File: config.mk
export PLATFORM = sky130hd
export DESIGN_NAME = dmi_master
export DESIGN_NICKNAME = d
export VERILOG_FILES = /design/src/rtl/dmi_master.sv
export SDC_FILE = /design/constraint.sdc
export NUM_CORES = 1
export LEC_CHECK = 0
export BUFFER_PORTS_ARGS = -buffer_cell sky130_fd_sc_hd__buf_4
export CAP_MARGIN = 5
export CORE_AREA = 8 8 80 117
export DETAILED_ROUTE_END_ITERATION = 12
export DIE_AREA = 0 0 88 125
export PLACE_DENSITY_LB_ADDON = 0.12
export REMOVE_ABC_BUFFERS = 1
export SYNTH_ARGS = -nofsm -noshare
export SYNTH_HDL_FRONTEND = slang
export SYNTH_SLANG_ARGS = --single-unit
File: constraint.sdc
create_clock -name clk -period 5.15 [get_ports clk]
set_clock_uncertainty 0.05 [all_clocks]
set_input_delay 0.7725 -clock clk [delete_from_list [all_inputs] [get_ports clk]]
set_output_delay 0.7725 -clock clk [all_outputs]
set_load 0.05 [all_outputs]
File: src/rtl/dmi_master.sv
// DTM-side DMI master: turns one DMI-register update into a DM request/response handshake, with sticky status and abort timeout.
// Latency: dmi_req_valid one cycle after dtm_req_valid; backpressure: holds the request until dmi_req_ready, then waits for dmi_rsp_valid.
module dmi_master #(
    parameter int ABITS   = 7,
    parameter int TIMEOUT = 255
) (
    input  logic             clk,
    input  logic             trst,
    input  logic             dtm_req_valid,
    input  logic [ABITS-1:0] dtm_req_addr,
    input  logic [31:0]      dtm_req_data,
    input  logic [1:0]       dtm_req_op,
    input  logic             dtm_dmireset,
    input  logic             dtm_dmihardreset,
    output logic [31:0]      dtm_rsp_data,
    output logic [1:0]       dtm_rsp_op,
    output logic             dtm_busy,
    output logic             dmi_req_valid,
    input  logic             dmi_req_ready,
    output logic [ABITS-1:0] dmi_req_addr,
    output logic [31:0]      dmi_req_data,
    output logic [1:0]       dmi_req_op,
    input  logic             dmi_rsp_valid,
    output logic             dmi_rsp_ready,
    input  logic [31:0]      dmi_rsp_data,
    input  logic [1:0]       dmi_rsp_op
);

    localparam logic [1:0] OP_READ   = 2'd1;
    localparam logic [1:0] OP_WRITE  = 2'd2;
    localparam logic [1:0] ST_OK     = 2'd0;
    localparam logic [1:0] ST_FAILED = 2'd2;
    localparam logic [1:0] ST_BUSY   = 2'd3;

    localparam int CW      = (TIMEOUT > 0) ? $clog2(TIMEOUT + 1) : 1;
    localparam int TO_LAST = (TIMEOUT > 0) ? TIMEOUT - 1 : 0;

    typedef struct packed {
        logic [ABITS-1:0] addr;
        logic [31:0]      data;
        logic [1:0]       op;
    } req_t;

    typedef enum logic [1:0] {
        IDLE,
        REQ,
        WAIT_RSP
    } state_t;

    state_t          state;
    req_t            req_lat;
    logic [1:0]      sticky;
    logic [CW-1:0]   cnt;

    logic [1:0]      sticky_clr;
    logic [1:0]      sticky_nxt;
    logic            start;
    logic            req_fire;
    logic            rsp_fire;
    logic            timeout_abort;

    assign dtm_rsp_op   = sticky;
    assign dmi_req_addr = req_lat.addr;
    assign dmi_req_data = req_lat.data;
    assign dmi_req_op   = req_lat.op;

    always_comb begin
        sticky_clr    = dtm_dmireset ? ST_OK : sticky;
        start         = (state == IDLE) && dtm_req_valid && (sticky_clr == ST_OK) &&
                        ((dtm_req_op == OP_READ) || (dtm_req_op == OP_WRITE));
        req_fire      = (state == REQ) && dmi_req_ready;
        rsp_fire      = (state == WAIT_RSP) && dmi_rsp_valid;
        // A response landing on the last allowed cycle still completes normally.
        timeout_abort = (TIMEOUT != 0) && (state != IDLE) && !rsp_fire &&
                        (cnt == TO_LAST[CW-1:0]);
        sticky_nxt    = sticky_clr;
        if (sticky_clr == ST_OK) begin
            if ((rsp_fire && (dmi_rsp_op != 2'd0)) || timeout_abort) begin
                sticky_nxt = ST_FAILED;
            end else if ((state != IDLE) && dtm_req_valid) begin
                sticky_nxt = ST_BUSY;
            end
        end
    end

    always_ff @(posedge clk or negedge trst) begin
        if (!trst) begin
            state         <= IDLE;
            req_lat       <= '0;
            sticky        <= ST_OK;
            cnt           <= '0;
            dtm_rsp_data  <= '0;
            dtm_busy      <= 1'b0;
            dmi_req_valid <= 1'b0;
            dmi_rsp_ready <= 1'b0;
        end else if (dtm_dmihardreset) begin
            state         <= IDLE;
            sticky        <= ST_OK;
            cnt           <= '0;
            dtm_busy      <= 1'b0;
            dmi_req_valid <= 1'b0;
            dmi_rsp_ready <= 1'b0;
        end else begin
            sticky <= sticky_nxt;
            unique case (state)
                IDLE: begin
                    if (start) begin
                        req_lat       <= '{addr: dtm_req_addr, data: dtm_req_data, op: dtm_req_op};
                        cnt           <= '0;
                        state         <= REQ;
                        dtm_busy      <= 1'b1;
                        dmi_req_valid <= 1'b1;
                    end
                end
                REQ: begin
                    cnt <= cnt + 1'b1;
                    if (timeout_abort) begin
                        state         <= IDLE;
                        dtm_busy      <= 1'b0;
                        dmi_req_valid <= 1'b0;
                    end else if (req_fire) begin
                        state         <= WAIT_RSP;
                        dmi_req_valid <= 1'b0;
                        dmi_rsp_ready <= 1'b1;
                    end
                end
                WAIT_RSP: begin
                    cnt <= cnt + 1'b1;
                    if (rsp_fire) begin
                        dtm_rsp_data  <= dmi_rsp_data;
                        state         <= IDLE;
                        dtm_busy      <= 1'b0;
                        dmi_rsp_ready <= 1'b0;
                    end else if (timeout_abort) begin
                        state         <= IDLE;
                        dtm_busy      <= 1'b0;
                        dmi_rsp_ready <= 1'b0;
                    end
                end
                default: begin
                    state         <= IDLE;
                    dtm_busy      <= 1'b0;
                    dmi_req_valid <= 1'b0;
                    dmi_rsp_ready <= 1'b0;
                end
            endcase
        end
    end

endmodule

# After elaboration in Yosys (flattened, before gate mapping)
# Cells that the tools add are included.
op_classes:
  n_eq_ne: 12
  n_reduce_logical: 24
  n_addsub: 1
  bitwise: 1
  mux: 30
op_table:
  columns: ["cell", "n"]
  rows:
  - ["$mux 2", 11]
  - ["$mux 8", 2]
  - ["$pmux 8 s2", 1]
  - ["$mux 1", 12]
  - ["$reduce_and 3->1", 4]
  - ["$logic_and 1x1->1", 9]
  - ["$ne 3x3->1 const B", 3]
  - ["$pmux 1 s3", 3]
  - ["$add 8x1->8 const B", 1]
  - ["$eq 8x8->1 const B", 1]
  - ["$ne 4x4->1 const B", 2]
  - ["$pmux 2 s3", 1]
  - ["$eq 2x1->1 const B", 2]
  - ["$eq 2x2->1 const B", 2]
  - ["$logic_not 2->1", 2]
  - ["$ne 2x2->1 const B", 2]
  - ["$reduce_and 4->1", 1]
  - ["$reduce_bool 2->1", 2]
  - ["$reduce_bool 3->1", 1]
  - ["$logic_or 1x1->1", 2]
  - ["$reduce_and 2->1", 1]
  - ["$reduce_or 2->1", 1]
  - ["$logic_not 1->1", 1]
  - ["$not 1->1", 1]
word_totals:
  regBits: 88
  in_bits: 82
  word_cells: 78
  out_inout_bits: 78

# Longest topological paths before layout
depth:
  word_depth: 9
  mapped_depth: 7

# Least setup slack after synthesis
# Ideal clock, no wire load.
synth_timing:
  kind: "in2reg"
  startpoint: "input dtm_req_op[1]"
  endpoint: "register req_lat (netlist bit dmi_req_data[19])"
  path_buffers: 1
  setup_ns: 0.125
  t_required_ns: 4.975
  stages: 5
  slack_ns: 3.079
  t_arrival_ns: 1.896
  cell_sequence: "xor2_2 nand4_4 nor3_4 buf_6 mux2_2"
synth_via:
  elab_chain_cells: 4
  word_cells_on_any_way: 5
  cone_classes: "eq/ne (2); reduce/logical (3)"
synth_rtl:
  columns: ["element", "line_no", "source"]
  rows:
  - ["start: declaration", "12", "input logic [1:0] dtm_req_op,"]
  - ["$eq 2x1->1 or $eq 2x2->1 (tied branches)", "70", "((dtm_req_op == OP_READ) || (dtm_req_op == OP_WRITE));"]
  - ["$logic_or 1x1->1 (*)", "70", null]
  - ["$logic_and 1x1->1 (*)", "69", "start = (state == IDLE) && dtm_req_valid && (sticky_clr == ST_OK) &&"]
  - ["$reduce_and 3->1 (no source line) (*)", null, null]
  - ["end signal: assignment", "108", "req_lat <= '{addr: dtm_req_addr, data: dtm_req_data, op: dtm_req_op};"]
  - ["end: declaration", "51", "req_t req_lat;"]
# Mark *: on every way between the ends. The rest lies on a longest branch, timed or not.
# A chain may end at the register's enable or synchronous reset.

# Final worst setup path
layout_timing:
  startpoint: "register state[1]"
  endpoint: "register req_lat (netlist bit dmi_req_data[22])"
layout_via:
  elab_chain_cells: 5
layout_rtl:
  columns: ["element", "line_no", "source"]
  rows:
  - ["start: declaration", "50", "state_t state;"]
  - ["start signal: assignment", "88", "state <= IDLE;"]
  - ["start signal: assignment", "97", "state <= IDLE;"]
  - ["start signal: assignment", "110", "state <= REQ;"]
  - ["$logic_not 2->1 (*)", "69, 105", null]
  - ["$logic_and 1x1->1 (3 in series)", "69", null]
  - ["$reduce_and 3->1 (no source line) (*)", null, null]
# Marked as above.

==> summary.txt <==
DIE WIDTH - 88 um
dominant synthesized flop cell - dfrtp_1
crit path DAT - 2.63 ns
I/O pin total - 160
CTS Buf Count - 9
post-synthesis mux area share - 22.70%
Worst Max-Slew Pin Slew - 0.7702 ns
Nets - 522
initial core utilization - 49.16%
post-synthesis register bit count - 88
drt total wl - 9.368 mm
wire length per cell - 17.25 um
Pins Over Slew Limit - 0
clock tree from TritonCTS - done
DP HPWL - 7.199 mm
Area Overhead vs Synth - 40.32%
CTS H-tree lvls - 3
Antenna diodes - 0
Reg clk slew, reported paths - 0.06 ns
PD cells - 666.7 nW/um^2
CP bufs+invs - 2
Synth Cell Area - 3814 um^2
routed vias/inst - 5.173
FF-to-FF path depth - 6
ys async rst share - 100.0%
Worst R2R Start - state[1]$_DFFE_PN0P_
critical path class - flop to flop
HP Class - input port to asynchronous set/reset pin
first-pass GRT wire length - 14.67 mm
Worst Path Required - 5.32 ns
Port Buffer Count - 159
Synthesis Warnings - 0
GP Congestion - 0.7953
initial antenna violation count - 0
Compound-Gate Fraction of Synth Area - 6.627%
critical path startpoint category - flop
RSZ-0062 raised after global routing - false
Routed Antenna Nets - 0
post-synth cell types - 47
post-route insts no fill - 543
layout cells sized above 1 - 51.83%
CTS max path bufs - 2
Lkg Pwr - 2.624 nW
max-cap viol count - 0
drt first pass iters - 4
Slew headroom - 48.65%
Period minus WS final - 2.464 ns
clk root buf - clkbuf_16
crit-path cells - inv_1 -> ha_1 -> nand4_4 -> nor3_4 -> buf_4 -> mux2_2
Critical Path End Type - flop
post-synthesis simple-gate area fraction - 7.316%
# setup viols final - 0
largest net degree at the start of global routing - 53
number of synthesized flops with an enable pin - 0
global route overflow - 0
XOR/XNOR Fraction of Synth Area - 0.4265%
Post-route DRC - 0
CP max stage cell - buf_4
Pwr Total - 0.003568 W
row cnt - 40
Tcrit/Tclk final - 47.85%
hold_buf cts - 0
Core Region - 7757 um^2
sequential cell area fraction in the yosys report - 57.74%
post_cts resized - 0
total number of vias - 2,809
f_max - 0.4058 GHz
FILL cells - 577
vias in the first global route - 3,023
CTS Sinks - 88
CP peak stage delay - 0.46 ns
WP depth - 6
Reg2Reg Setup Slack - 2.69 ns
synthesized area per cell - 13.92 um^2
die area - 11,000 um^2
Final TNS setup - 0 ns
largest family of logic cells by synthesized area - multiplexers
Post-Syn Instances - 274
endpoints failing hold - 0
Reg-to-Reg End - dmi_req_data[22]$_DFFE_PN0P_
Cells after DPL - 528
Setup Fix Bufs, Post-CTS - 0
Synth Area in Adders - 1.969%
outcome - finished clean
CP top delay family - buffers and inverters
DRT iter0 DRCs - 80
Vert. Die Dim - 125 um
total track usage - 17.27%
worst-path maximum fanout - 40
VDD IR-drop max - 0.4237 mV
worst skew pair latency - 0.33 ns
[state kept, by name, summed over array words and instances, names as in the netlist]
signal / count
dmi_req_data: 32
dtm_busy: 1
dtm_rsp_data: 32
cnt: 8
dmi_req_op: 2
dmi_rsp_ready: 1
state: 2
dtm_rsp_op: 2
dmi_req_valid: 1
dmi_req_addr: 7
[Yosys cell counts, types with 2 or more instances]
master,instances,area [um^2]
or2_2,2,12.51
nand2_1,12,45.04
clkbuf_1,2,7.510
mux2i_1,4,40.04
ha_1,6,75.07
nand2b_1,6,37.54
a31oi_1,3,18.77
a21oi_1,9,45.04
nor2b_1,4,25.02
mux2_1,31,349.1
a211oi_1,3,22.52
nor2_1,5,18.77
a22o_1,3,26.28
dfrtp_1,88,2202
nand4b_1,2,17.52
nand3_1,6,30.03
a21o_1,2,15.01
buf_6,4,45.04
mux2_2,41,461.7
buf_2,5,25.02
inv_1,10,37.54
[cells in the final DEF (no fill, tap or decap), drive strengths merged, types with 2 or more instances in the layout]
cell type  Yosys  layout
buf           10     161
dfrtp         88      88
mux2          73      73
nand2         12      12
clkbuf         2      11
inv           10      10
a21oi          9       9
nand3          6       6
nand2b         6       6
ha             6       6
nor2           5       5
nor2b          4       4
mux2i          4       4
clkinvlp       0       4
a22o           3       3
a31oi          3       3
a211oi         3       3
a21o           2       2
nand4b         2       2
or2            2       2
nand4          2       2
nor3           2       2
or3            2       2
[metrics by stage]
step	area (um^2)	hold WS, ns	worst slack (ns)	utilization, %
after floorplan	3729	0.4269	2.275	-
after global placement	5069	0.4185	2.526	65.34
after detailed placement	5069	0.4260	2.480	65.34
after CTS	5351	0.3497	2.706	68.98
after global routing	5351	0.3833	2.533	68.98
final	5351	0.3360	2.686	68.98
[per-layer routing]
metal	track usage, %	wire [um]
met2	28.43	4602
met4	8.248	223
met1	18.37	3559
met5	0	0
met3	7.148	983
[layout make-up]
type | instances | area [um^2] | share of cell area [%]
well taps | 105 | 131.4 | 2.455
inverters | 10 | 37.54 | 0.7014
repair buffers | 161 | 1209 | 22.59
multi-input cells | 164 | 1489 | 27.82
flip-flops and latches | 88 | 2202 | 41.15
clock buffers | 11 | 252.7 | 4.723
clock inverters | 4 | 30.03 | 0.5611
[kinds of logic after synthesis]
family / Yosys count
flops: 88
fa+ha+maj: 6
compound gates: 34
buf+inv: 22
mux: 77
xor+xnor: 1
simple gates: 46
[where the power goes]
| group | leakage, nW | total, W | switching [W] | internal (W) |
|---|---|---|---|---|
| clock | 0.126 | 0.000607 | 0.000257 | 0.000350 |
| sequential | 1.11 | 0.00111 | 0.000143 | 0.000966 |
| combinational | 1.39 | 0.00185 | 0.00127 | 0.000586 |
[how the worst max path moves through the flow]
stage                    startpoint                      endpoint  slack, ns
2_1_floorplan         dtm_req_op[1]  dmi_req_data[19]$_DFFE_PN0P_       2.28
3_3_place_gp          dtm_req_op[1]  dmi_req_data[25]$_DFFE_PN0P_       2.53
3_5_place_dp          dtm_req_op[1]  dmi_req_data[22]$_DFFE_PN0P_       2.48
4_1_cts        state[1]$_DFFE_PN0P_  dmi_req_data[22]$_DFFE_PN0P_       2.71
5_1_grt        state[1]$_DFFE_PN0P_  dmi_req_data[23]$_DFFE_PN0P_       2.53
6_report       state[1]$_DFFE_PN0P_  dmi_req_data[22]$_DFFE_PN0P_       2.69
(Power assumes the default switching activity.)
